===== config.mk =====
export PLATFORM = sky130hd
export DESIGN_NAME = dmem_seq
export DESIGN_NICKNAME = d
export VERILOG_FILES = /design/src/rtl/dmem_seq.sv
export SDC_FILE = /design/constraint.sdc
export NUM_CORES = 1
export LEC_CHECK = 0
export CAP_MARGIN = 20
export CORE_MARGIN = 3
export CORE_UTILIZATION = 45
export DETAILED_ROUTE_END_ITERATION = 12
export GPL_TIMING_DRIVEN = 0
export PLACE_DENSITY = 0.72
export SLEW_MARGIN = 0
export SYNTH_ARGS = -nofsm -noshare
export SYNTH_HDL_FRONTEND = slang
export SYNTH_SLANG_ARGS = --single-unit

===== constraint.sdc =====
create_clock -name clk -period 4.1 [get_ports clk]
set_input_delay 0.615 -clock clk [delete_from_list [all_inputs] [get_ports clk]]
set_output_delay 0.615 -clock clk [all_outputs]
set_load 0.05 [all_outputs]

===== src/rtl/dmem_seq.sv =====
// Address sequencer for a data memory: one write burst followed by one read burst.
// The pointers step by a common stride and wrap silently; clr and rst abort with no done pulse.
module dmem_seq #(
    parameter int AddrDMEM = 8,
    parameter int LenWidth = AddrDMEM + 1
) (
    input  logic                clk,
    input  logic                rst,
    input  logic                start,
    input  logic                clr,
    input  logic [AddrDMEM-1:0] w_base,
    input  logic [AddrDMEM-1:0] r_base,
    input  logic [AddrDMEM-1:0] stride,
    input  logic [LenWidth-1:0] len,
    input  logic [1:0]          in_sel,
    input  logic [1:0]          out_sel,
    input  logic                in_valid,
    input  logic                out_ready,
    output logic [AddrDMEM-1:0] w_addr,
    output logic [AddrDMEM-1:0] r_addr,
    output logic                we,
    output logic [3:0]          cfgdat,
    output logic                out_valid,
    output logic                busy,
    output logic                done
);

    typedef enum logic [1:0] {
        S_IDLE  = 2'd0,
        S_WRITE = 2'd1,
        S_READ  = 2'd2,
        S_DONE  = 2'd3
    } state_t;

    state_t              state_q, state_d;
    logic [AddrDMEM-1:0] w_ptr_q, w_ptr_d;
    logic [AddrDMEM-1:0] r_ptr_q, r_ptr_d;
    logic [AddrDMEM-1:0] stride_q, stride_d;
    logic [LenWidth-1:0] len_q, len_d;
    logic [LenWidth-1:0] cnt_q, cnt_d;
    logic [1:0]          in_sel_q, in_sel_d;
    logic [1:0]          out_sel_q, out_sel_d;
    logic [LenWidth-1:0] cnt_inc;

    // The counter is one bit wider than an address, so len = 2^AddrDMEM still fits.
    assign cnt_inc = cnt_q + LenWidth'(1);

    always_comb begin
        state_d   = state_q;
        w_ptr_d   = w_ptr_q;
        r_ptr_d   = r_ptr_q;
        stride_d  = stride_q;
        len_d     = len_q;
        cnt_d     = cnt_q;
        in_sel_d  = in_sel_q;
        out_sel_d = out_sel_q;
        if (clr) begin
            state_d = S_IDLE;
            cnt_d   = '0;
        end else begin
            case (state_q)
                S_IDLE: begin
                    if (start) begin
                        w_ptr_d   = w_base;
                        r_ptr_d   = r_base;
                        stride_d  = stride;
                        len_d     = len;
                        in_sel_d  = in_sel;
                        out_sel_d = out_sel;
                        cnt_d     = '0;
                        state_d   = (len == '0) ? S_DONE : S_WRITE;
                    end
                end
                S_WRITE: begin
                    if (in_valid) begin
                        w_ptr_d = w_ptr_q + stride_q;
                        if (cnt_inc == len_q) begin
                            cnt_d   = '0;
                            state_d = S_READ;
                        end else begin
                            cnt_d = cnt_inc;
                        end
                    end
                end
                S_READ: begin
                    if (out_ready) begin
                        r_ptr_d = r_ptr_q + stride_q;
                        if (cnt_inc == len_q) begin
                            cnt_d   = '0;
                            state_d = S_DONE;
                        end else begin
                            cnt_d = cnt_inc;
                        end
                    end
                end
                S_DONE: begin
                    state_d = S_IDLE;
                end
                default: begin
                    state_d = S_IDLE;
                end
            endcase
        end
    end

    always_ff @(posedge clk or posedge rst) begin
        if (rst) begin
            state_q   <= S_IDLE;
            w_ptr_q   <= '0;
            r_ptr_q   <= '0;
            stride_q  <= '0;
            len_q     <= '0;
            cnt_q     <= '0;
            in_sel_q  <= '0;
            out_sel_q <= '0;
        end else begin
            state_q   <= state_d;
            w_ptr_q   <= w_ptr_d;
            r_ptr_q   <= r_ptr_d;
            stride_q  <= stride_d;
            len_q     <= len_d;
            cnt_q     <= cnt_d;
            in_sel_q  <= in_sel_d;
            out_sel_q <= out_sel_d;
        end
    end

    // Addresses are gated to zero outside their phase so that an idle block drives all zeros.
    assign we        = (state_q == S_WRITE) && in_valid;
    assign w_addr    = (state_q == S_WRITE) ? w_ptr_q : '0;
    assign r_addr    = (state_q == S_READ) ? r_ptr_q : '0;
    assign out_valid = (state_q == S_READ);
    assign cfgdat    = ((state_q == S_WRITE) || (state_q == S_READ)) ? {out_sel_q, in_sel_q} : 4'b0000;
    assign busy      = (state_q != S_IDLE);
    assign done      = (state_q == S_DONE);

endmodule

[After elaboration in Yosys (flattened, before gate mapping)]
Index checks and enable logic that the tools add are counted.
Cells by class
  muxes and demuxes: 23
  bitwise gates (word level): 1
  reduce and logical (&&, ||, !) cells: 13
  eq/ne operators: 12
  $add $sub $neg: 3
Operator list (count)
  2-to-1 mux 8 bit: 6
  2-to-1 mux 9 bit: 5
  one-hot mux 8 bit (2 select lines): 2
  one-hot mux 9 bit (3 select lines): 1
  adder 8 bit: 2
  2-to-1 mux 2 bit: 7
  inequality test 3 bit (second input constant): 4
  AND reduction 4 bit: 3
  adder 9 x 1 -> 9 bit (second input constant): 1
  == test 9 bit: 1
  zero test 9 bit: 1
  one-hot mux 2 bit (4 select lines): 1
  inequality test 2 bit (second input constant): 3
  nonzero test 2 bit: 3
  AND reduction 5 bit: 1
  == test 2 bit (second input constant): 2
  2-to-1 mux 4 bit: 1
  nonzero test 4 bit: 1
  inequality test 3 x 2 -> 1 bit (second input constant): 1
  AND reduction 3 bit: 1
  == test 2 x 1 -> 1 bit (second input constant): 1
  zero test 2 bit: 1
  logical AND 1 bit: 1
  logical OR 1 bit: 1
  inverter 1 bit: 1
Storage, ports and cells
  register bits after elaboration: 48
  bits of input ports: 43
  logic and storage cells: 60

[Depth between registers and ports, before layout]
Gate-level depths: netlist (run 1).
  depth after elaboration: 6
  mapped depth: 11
  gate-level depth less buffers: 10

[Worst setup path before layout (run 1)]
OpenSTA, ideal clock, no wires.
  path type: register to output
  start: register state_q[0]
  end: output port r_addr[1]
  stages on the path, launching flop included: 6
  arrival: 2159 ps
  path slack: 1326 ps
  path buffers: 1
  path through: dfrtp_1 > inv_1 > ha_1 > clkbuf_1 > inv_1 > nor2_1
On the way
  longest elaborated chain between the ends: 2
RTL lines
  start, declared: RTL line 35  | state_t state_q, state_d;
  start signal, assigned: RTL line 117  | state_q <= state_d;
  == test 2 bit
  net out_valid: RTL line 23  | output logic out_valid,
  2-to-1 mux 8 bit: RTL line 131  | assign r_addr = (state_q == S_READ) ? r_ptr_q : '0;
  end, declared: RTL line 20  | output logic [AddrDMEM-1:0] r_addr,
The timed path passes the listed nets, and every way through them passes these cells.

[Final worst setup path (run 1)]
  start: register state_q[0]
  end: output port r_addr[0]
On the way
  longest elaborated chain between the ends: 2
RTL lines (RTL line)
  == test 2 bit: 131
  2-to-1 mux 8 bit: 131
No other way between the ends.

==> results of run 1 <==
==> per-layer routing <==
metal  part of all wire  track usage  wire [um]
met3              0.048       0.0383        343
met4             0.0039       0.0383         28
met5                  0            0          0
met2               0.48        0.303       3420
met1               0.47        0.251       3380
==> logic make-up (layout without fill, tap and decap cells) <==
family | after synthesis | in the layout
AO/OA/AOI/OAI | 71 | 71
XOR/XNOR | 19 | 19
adder cells (fa/ha/maj) | 22 | 22
buffers and inverters | 31 | 105
flip-flops | 48 | 48
multiplexers | 29 | 29
AND/OR/NAND/NOR | 108 | 108
==> final cells by class <==
class                   instances  share of cell area
plain buffers                  16              0.0213
clock buffers                   5              0.0167
clock inverters                 3              0.0103
inverters                      15              0.0137
multi-input cells             249               0.455
flip-flops and latches         48               0.291
well taps                      96              0.0291
repair buffers                 66               0.163
==> worst max-delay path by stage <==
stage	endpoint	slack [ns]	cells past startpoint
detailed placement	r_addr[3]	1.02	6
finish	r_addr[0]	0.72	6
floorplan	r_addr[1]	1.33	5
CTS	r_addr[3]	0.68	6
global route	r_addr[4]	0.49	6
global placement	r_addr[0]	1.04	6
==> synth_stat cells, drive strengths merged, types with 3 or more instances <==
master | number | share of area
dfrtp | 48 | 0.37
nor2 | 23 | 0.027
mux2 | 22 | 0.077
nand2 | 21 | 0.027
ha | 20 | 0.078
o21ai | 20 | 0.031
and2 | 17 | 0.033
inv | 15 | 0.017
a21oi | 13 | 0.020
nor2b | 12 | 0.023
xnor2 | 10 | 0.030
clkbuf | 9 | 0.010
xor2 | 9 | 0.024
buf | 7 | 0.017
mux2i | 7 | 0.022
a22o | 6 | 0.016
a31o | 6 | 0.016
nor3 | 6 | 0.0093
nand3 | 4 | 0.0078
o22a | 4 | 0.011
a21o | 3 | 0.0074
nand2b | 3 | 0.0058
nand3b | 3 | 0.0070
nand4 | 3 | 0.0058
nor3b | 3 | 0.0070
o21a | 3 | 0.0074
o31ai | 3 | 0.0085
o41ai | 3 | 0.0082
or3 | 3 | 0.0058
or4 | 3 | 0.0070
==> cells in the final DEF (no fill, tap or decap), types with 3 or more instances in the layout <==
cell / netlist / routed
nand2_1: 20 / 20
nor3_1: 6 / 6
a22o_1: 6 / 6
nand3_1: 3 / 3
clkbuf_1: 9 / 9
a31o_2: 4 / 4
nor2b_1: 12 / 12
nor2_1: 23 / 23
ha_1: 20 / 20
nand4_1: 3 / 3
and2_1: 17 / 17
nand2b_1: 3 / 3
xor2_1: 9 / 9
a21oi_1: 13 / 13
nor3b_1: 3 / 3
mux2_2: 21 / 21
mux2i_1: 7 / 7
o21ai_0: 18 / 18
o41ai_1: 3 / 3
xnor2_1: 9 / 9
nand3b_1: 3 / 3
clkdlybuf4s50_1: 0 / 65
o22a_1: 4 / 4
or3_1: 3 / 3
inv_1: 15 / 14
clkbuf_8: 0 / 5
dfrtp_1: 48 / 48
buf_6: 3 / 3
or4_1: 3 / 3
==> flip-flops by register name (all words and copies together) (netlist names) <==
| name | flops |
|---|---|
| cnt_q | 9 |
| len_q | 9 |
| r_ptr_q | 8 |
| stride_q | 8 |
| w_ptr_q | 8 |
| in_sel_q | 2 |
| out_sel_q | 2 |
| state_q | 2 |
==> through the flow <==
| stage | instance area [um2] | worst slack [ns] |
|---|---|---|
| after detailed placement | 4010 | 1.02 |
| final | 4120 | 0.717 |
| after global routing | 4120 | 0.493 |
| after CTS | 4120 | 0.683 |
| after global placement | 3990 | 1.04 |
| after floorplan | 3220 | 1.33 |
==> power by group through the flow <==
stage               Clock [mW]  Combinational, mW  Sequential (mW)
floorplan                    0               1.28            0.773
global placement             0               1.60            0.818
detailed placement           0               1.63            0.826
CTS                      0.356               1.64            0.814
global route             0.380               1.83            0.839
finish                   0.347               1.63            0.813
==> critical path, cell delays in order, from the launching register on <==
cell,delay (ns)
dfrtp_1,0.42
inv_1,0.14
ha_1,0.18
clkbuf_1,0.37
clkbuf_1,0.37
and2_1,0.19
clkdlybuf4s50_1,0.79
==> metrics.md, run 1 <==
| Metric | Value |
|---|---|
| Outcome | `finished, final reports clean` |
| Sequential power share | `0.291` |
| Post-Synthesis Cells | `328` |
| FF+latch count, synth | `48` |
| Worst R2R Start | `cnt_q[0]$_DFFE_PP0P_` |
| Sw power | `1.21 mW` |
| Vias per cell | `5.26` |
| Sw Ratio | `0.434` |
| CTS clk-pin slew, worst paths | `0.09 ns` |
| Vias in the first global route | `2543` |
| # Max-Cap Violations | `0` |
| Synth cell types | `58` |
| Max Fclk | `296 MHz` |
| Cell area after synthesis | `0.00322 mm2` |
| Worst slew pin tran | `0.577 ns` |
| Die H | `90.6 um` |
| Global-route usage over all layers | `0.184` |
| Startpoint types | `register` |
| Setup crit start | `state_q[0]$_DFFE_PP0P_` |
| Post-detail-place hpwl | `5630 um` |
| R2R Setup Slk | `1.46 ns` |
| Initial Util | `0.469` |
| Layout Skew | `0.0106 ns` |
| Final Hold Viols | `0` |
| Crit path max fanout | `10` |
| Hold WS | `0.510 ns` |
| HP Class | `register to register` |
| RSZ-0062 raised after global routing | `no` |
| Routed vias | `2620` |
| Post-CTS Resized | `0` |
| CP arrival | `2.77 ns` |
| Layout cell share with drive strength beyond 1 | `0.124` |
| Final setup TNS | `0 ns` |
| Pre-Repair DR Iteration Count | `4` |
| Reg2Reg Depth | `9` |
| Register Area | `0.00120 mm2` |
| Reg-to-reg endpoint | `cnt_q[4]$_DFFE_PP0P_` |
| Cell Rows | `30` |
| Residual DRC | `0` |
| Power, Total | `2.79 mW` |
| Hold path startpoint | `out_sel_q[0]$_DFFE_PP0P_` |
| Cells after DPL | `490` |
| Largest net degree at the start of global routing | `28` |
| Core area | `0.00687 mm2` |
| Adder-cell share of the synthesized area | `0.0902` |
| Hold endpoint | `out_sel_q[0]$_DFFE_PP0P_` |
| Die width | `90.6 um` |
| Longest Clk Path Bufs | `2` |
| Largest family of logic cells by synthesized area | `simple AND/OR/NAND/NOR gates` |
| Maximum vdd drop | `0.368 mV` |
| Antenna violations before repair | `0` |
| Main synth FF type | `dfrtp_1` |
| Area of the multi-input gates | `0.00187 mm2` |
| Clk sinks | `48` |
| Final Wtd Congestion | `0.850` |
| DR iter-0 viols | `64` |
| # diodes | `0` |
| Leakage | `1.78 nW` |
| Layout fillers | `611` |
| Overflow after GRT | `0` |
| First-pass GRT wire length | `12400 um` |
| Post-synthesis async set-or-reset flop share | `1.00` |
| CTS Hold Buffers Added | `0` |
| DR WL/cell | `14.4 um` |
| Post-CTS Setup Repair Bufs | `0` |
| Fin crit period | `3.38 ns` |
| Latest clock arrival within the worst-skew pair | `0.30 ns` |
| Post-synth EDFFs | `0` |
| Final core utilization | `0.600` |
| Synth Area in Compound Gates | `0.152` |
| Simple-gate share of the synthesized area | `0.187` |
| Detail Route Antenna Nets | `0` |
| Ports | `67` |
| Sequential share of the synthesized area | `0.373` |
| Final Instance Count excl. Fillers | `498` |
| P&R area growth vs syn | `28.0%` |
| Clock tree from TritonCTS | `built` |
| Worst Setup End Kind | `output port` |
| # port buffers | `65` |
| Syn Area/Cell | `9.82 um2` |
| Kind of critical path | `register to output port` |
| Internal | `1.58 mW` |
| Root Driver | `clkbuf_8` |
| Die area | `0.00820 mm2` |
| Detailed Route WL | `7170 um` |
| Crit path required time | `3.48 ns` |
| Crit share post-route | `0.825` |
| Num CTS Buffers | `5` |
| Final net count | `466` |
| Xor-xnor portion of the synthesized cell area | `0.0540` |
| Final setup fails | `0` |
| CTS HTree Levels | `2` |
| Comb power frac | `0.585` |
| Pwr/cell area | `677 mW/mm2` |
| Final Max Tran Viols | `0` |
| Post-synth net total | `393` |
| Hold Path Depth | `1` |
| Clock power share | `0.124` |
| Yosys synthesis warning count | `0` |
| Normalized max-slew margin | `0.615` |
| Mux cell area share after synthesis | `0.0987` |
No activity file was read; power rests on OpenSTA's default activity.
==> run 2, diff against run 1 <==
--- a/config.mk
+++ b/config.mk
@@ -10,7 +10,7 @@
 export CORE_UTILIZATION = 45
 export DETAILED_ROUTE_END_ITERATION = 12
 export GPL_TIMING_DRIVEN = 0
-export PLACE_DENSITY = 0.72
+export PLACE_DENSITY = 0.74
 export SLEW_MARGIN = 0
 export SYNTH_ARGS = -nofsm -noshare
 export SYNTH_HDL_FRONTEND = slang
==> constraint.sdc (replaced) <==
create_clock -name clk -period 2.9 [get_ports clk]
set_input_delay 0.435 -clock clk [delete_from_list [all_inputs] [get_ports clk]]
set_output_delay 0.435 -clock clk [all_outputs]
set_load 0.05 [all_outputs]
==> run 2 against run 1 <==
  * Sequential power grew 41%
  * Core utilization is 0.24 points lower
  * Critical path depth shrank 1
  * Combinational power grew 41%
  * Non-clock buffer count shrank 1
  * Wire length grew 0.50%
  * Final cell count fell by 0.20%
  * Die area stayed put
  * Design area is 0.39% lower
  * Sequential share of layout area rose by 0.12 points
  * Count of clock-buffer cells in the layout up 1
  * Critical path type unchanged
  * Highest routed layer unchanged
==> metrics.md, run 2 (synthesis results as in run 1) <==
| Metric | Value |
|---|---|
| Outcome | `finished, final reports clean` |
| Hold WS | `0.489 ns (-0.0209 ns)` |
| Final Hold Viols | `0 (unchanged)` |
| Die H | `90.6 um (unchanged)` |
| Normalized max-slew margin | `0.585 (-0.0305)` |
| Num CTS Buffers | `5 (unchanged)` |
| RSZ-0062 raised after global routing | `no` |
| Worst slew pin tran | `0.623 ns (+0.0457 ns)` |
| Overflow after GRT | `0 (unchanged)` |
| Longest Clk Path Bufs | `2 (unchanged)` |
| Worst path bufs/invs | `3 (-1)` |
| Top delay family on crit path | `buffers and inverters` |
| Routed vias | `2636 (+0.61%)` |
| Crit share post-route | `0.930` |
| Fin crit period | `2.70 ns` |
| Final setup fails | `0 (unchanged)` |
| Core area | `0.00687 mm2 (unchanged)` |
| # port buffers | `65 (unchanged)` |
| DR iter-0 viols | `85 (+33%)` |
| Crit path max fanout | `10 (unchanged)` |
| Cell Rows | `30 (unchanged)` |
| CP Cell Sequence | `inv_1 > ha_1 > nand2_1 > inv_1 > clkdlybuf4s50_1` |
| Crit path required time | `2.47 ns (-1.01 ns)` |
| Layout Skew | `0.00599 ns (-0.00464 ns)` |
| Worst R2R Start | `cnt_q[0]$_DFFE_PP0P_` |
| Die width | `90.6 um (unchanged)` |
| Global-route usage over all layers | `0.182 (-0.00191)` |
| Setup crit end | `r_addr[7]` |
| Most frequent cells in the layout | `clkdlybuf4s50_1, dfrtp_1, nor2_1` |
| Commonest non-fill, non-tap cell in the layout | `clkdlybuf4s50_1` |
| P&R area growth vs syn | `27.5%` |
| DR WL/cell | `14.5 um (+0.70%)` |
| Latest clock arrival within the worst-skew pair | `0.30 ns (about the same)` |
| Final Wtd Congestion | `0.880 (+3.6%)` |
| Reg-to-reg endpoint | `cnt_q[4]$_DFFE_PP0P_` |
| Ports | `67 (unchanged)` |
| CP Depth | `5 (-1)` |
| Vias in the first global route | `2575 (+1.3%)` |
| # diodes | `0 (unchanged)` |
| Final net count | `465 (-0.21%)` |
| Root Driver | `clkbuf_8` |
| Slowest cell on crit path | `clkdlybuf4s50_1` |
| Final setup TNS | `0 ns (unchanged)` |
| HP Class | `input port to async pin` |
| Reg2Reg Depth | `9 (unchanged)` |
| Residual DRC | `0 (unchanged)` |
| Die area | `0.00820 mm2 (unchanged)` |
| # Max-Cap Violations | `0 (unchanged)` |
| Largest registers | `cnt_q: 9 flops, len_q: 9 flops` |
| Pwr/cell area | `942 mW/mm2 (+39%)` |
| Initial Util | `0.469 (unchanged)` |
| Worst Setup End Kind | `output port` |
| CTS HTree Levels | `2 (unchanged)` |
| CP arrival | `2.26 ns (-0.51 ns)` |
| R2R Setup Slk | `0.27 ns (-1.19 ns)` |
| Final Max Tran Viols | `0 (unchanged)` |
| Kind of critical path | `register to output port` |
| Post-detail-place hpwl | `5600 um (-0.49%)` |
| Detail Route Antenna Nets | `0 (unchanged)` |
| Pre-Repair DR Iteration Count | `4 (unchanged)` |
| Largest net degree at the start of global routing | `28 (unchanged)` |
| First-pass GRT wire length | `12400 um (+0.39%)` |
| Layout cell share with drive strength beyond 1 | `0.142 (+0.0178)` |
| Detailed Route WL | `7210 um (+0.50%)` |
| CTS clk-pin slew, worst paths | `0.09 ns (about the same)` |
| Setup crit start | `state_q[0]$_DFFE_PP0P_` |
| Cell mode on critical path | `inv_1` |
| Maximum vdd drop | `0.575 mV (+56%)` |
| Vias per cell | `5.30 (+0.81%)` |
| CP max stage delay | `0.79 ns (about the same)` |
| Max Fclk | `371 MHz` |
| Clk sinks | `48 (unchanged)` |
| Startpoint types | `register` |
| Antenna violations before repair | `0 (unchanged)` |
| Leakage | `1.82 nW (+2.5%)` |
| Clock tree from TritonCTS | `built` |
-- run 2: metrics by stage --
stage	utilization	cell area, um2	power [mW]	worst slack, ns	std cells
2_1_floorplan	-	3220	2.91	0.306	328
3_3_place_gp	0.581	3990	3.41	0.0195	489
3_5_place_dp	0.584	4010	3.48	-0.0122	490
4_1_cts	0.598	4110	3.89	0.0421	498
5_1_grt	0.598	4110	4.22	0.0453	497
6_report	0.598	4110	3.87	0.202	497
-- run 2: area by class of cell --
type / instances / area [um2]
repair buffers: 66 / 671
clock buffers: 6 / 82.6
inverters: 15 / 56.3
flip-flops and latches: 48 / 1200
well taps: 96 / 120
clock inverters: 2 / 15.0
multi-input cells: 249 / 1870
plain buffers: 15 / 85.1
fillers: 603 / 2760
-- run 2: timing repair --
action,in CTS,in global routing
setup endpoints to repair,14,16
buffers inserted,0,0
pin swaps,0,0
hold buffers,0,0
gates resized for setup,26,2
-- run 2: metal layers --
metal / track usage / wire, um
met5: 0 / 0
met4: 0.0293 / 44
met3: 0.0375 / 367
met2: 0.307 / 3520
met1: 0.247 / 3280
-- run 2: power breakdown --
part | switching [mW] | internal (mW) | total (mW)
Combinational | 1.27 | 1.03 | 2.30
Clock | 0.228 | 0.193 | 0.421
Sequential | 0.215 | 0.933 | 1.15
Total | 1.71 | 2.15 | 3.87
-- run 2: how the worst min path moves through the flow --
stage                               to                     from  slack (ns)  cells past startpoint
5_1_grt        stride_q[7]$_DFFE_PP0P_                      rst        0.53                      2
4_1_cts        stride_q[7]$_DFFE_PP0P_                      rst        0.50                      2
3_5_place_dp   in_sel_q[1]$_DFFE_PP0P_  in_sel_q[1]$_DFFE_PP0P_        0.49                      1
3_3_place_gp   in_sel_q[1]$_DFFE_PP0P_  in_sel_q[1]$_DFFE_PP0P_        0.48                      1
2_1_floorplan   w_ptr_q[4]$_DFFE_PP0P_   w_ptr_q[4]$_DFFE_PP0P_        0.47                      2
6_report       stride_q[5]$_DFFE_PP0P_                      rst        0.49                      2
==> run 3, diff against run 2 <==
--- a/config.mk
+++ b/config.mk
@@ -8,10 +8,11 @@
 export CAP_MARGIN = 20
 export CORE_MARGIN = 3
 export CORE_UTILIZATION = 45
+export CTS_CLUSTER_SIZE = 28
 export DETAILED_ROUTE_END_ITERATION = 12
 export GPL_TIMING_DRIVEN = 0
 export PLACE_DENSITY = 0.74
-export SLEW_MARGIN = 0
+export SLEW_MARGIN = 20
 export SYNTH_ARGS = -nofsm -noshare
 export SYNTH_HDL_FRONTEND = slang
 export SYNTH_SLANG_ARGS = --single-unit
==> results of run 3 <==
No change in the layout: final DEF, timing and power equal those of run 2.
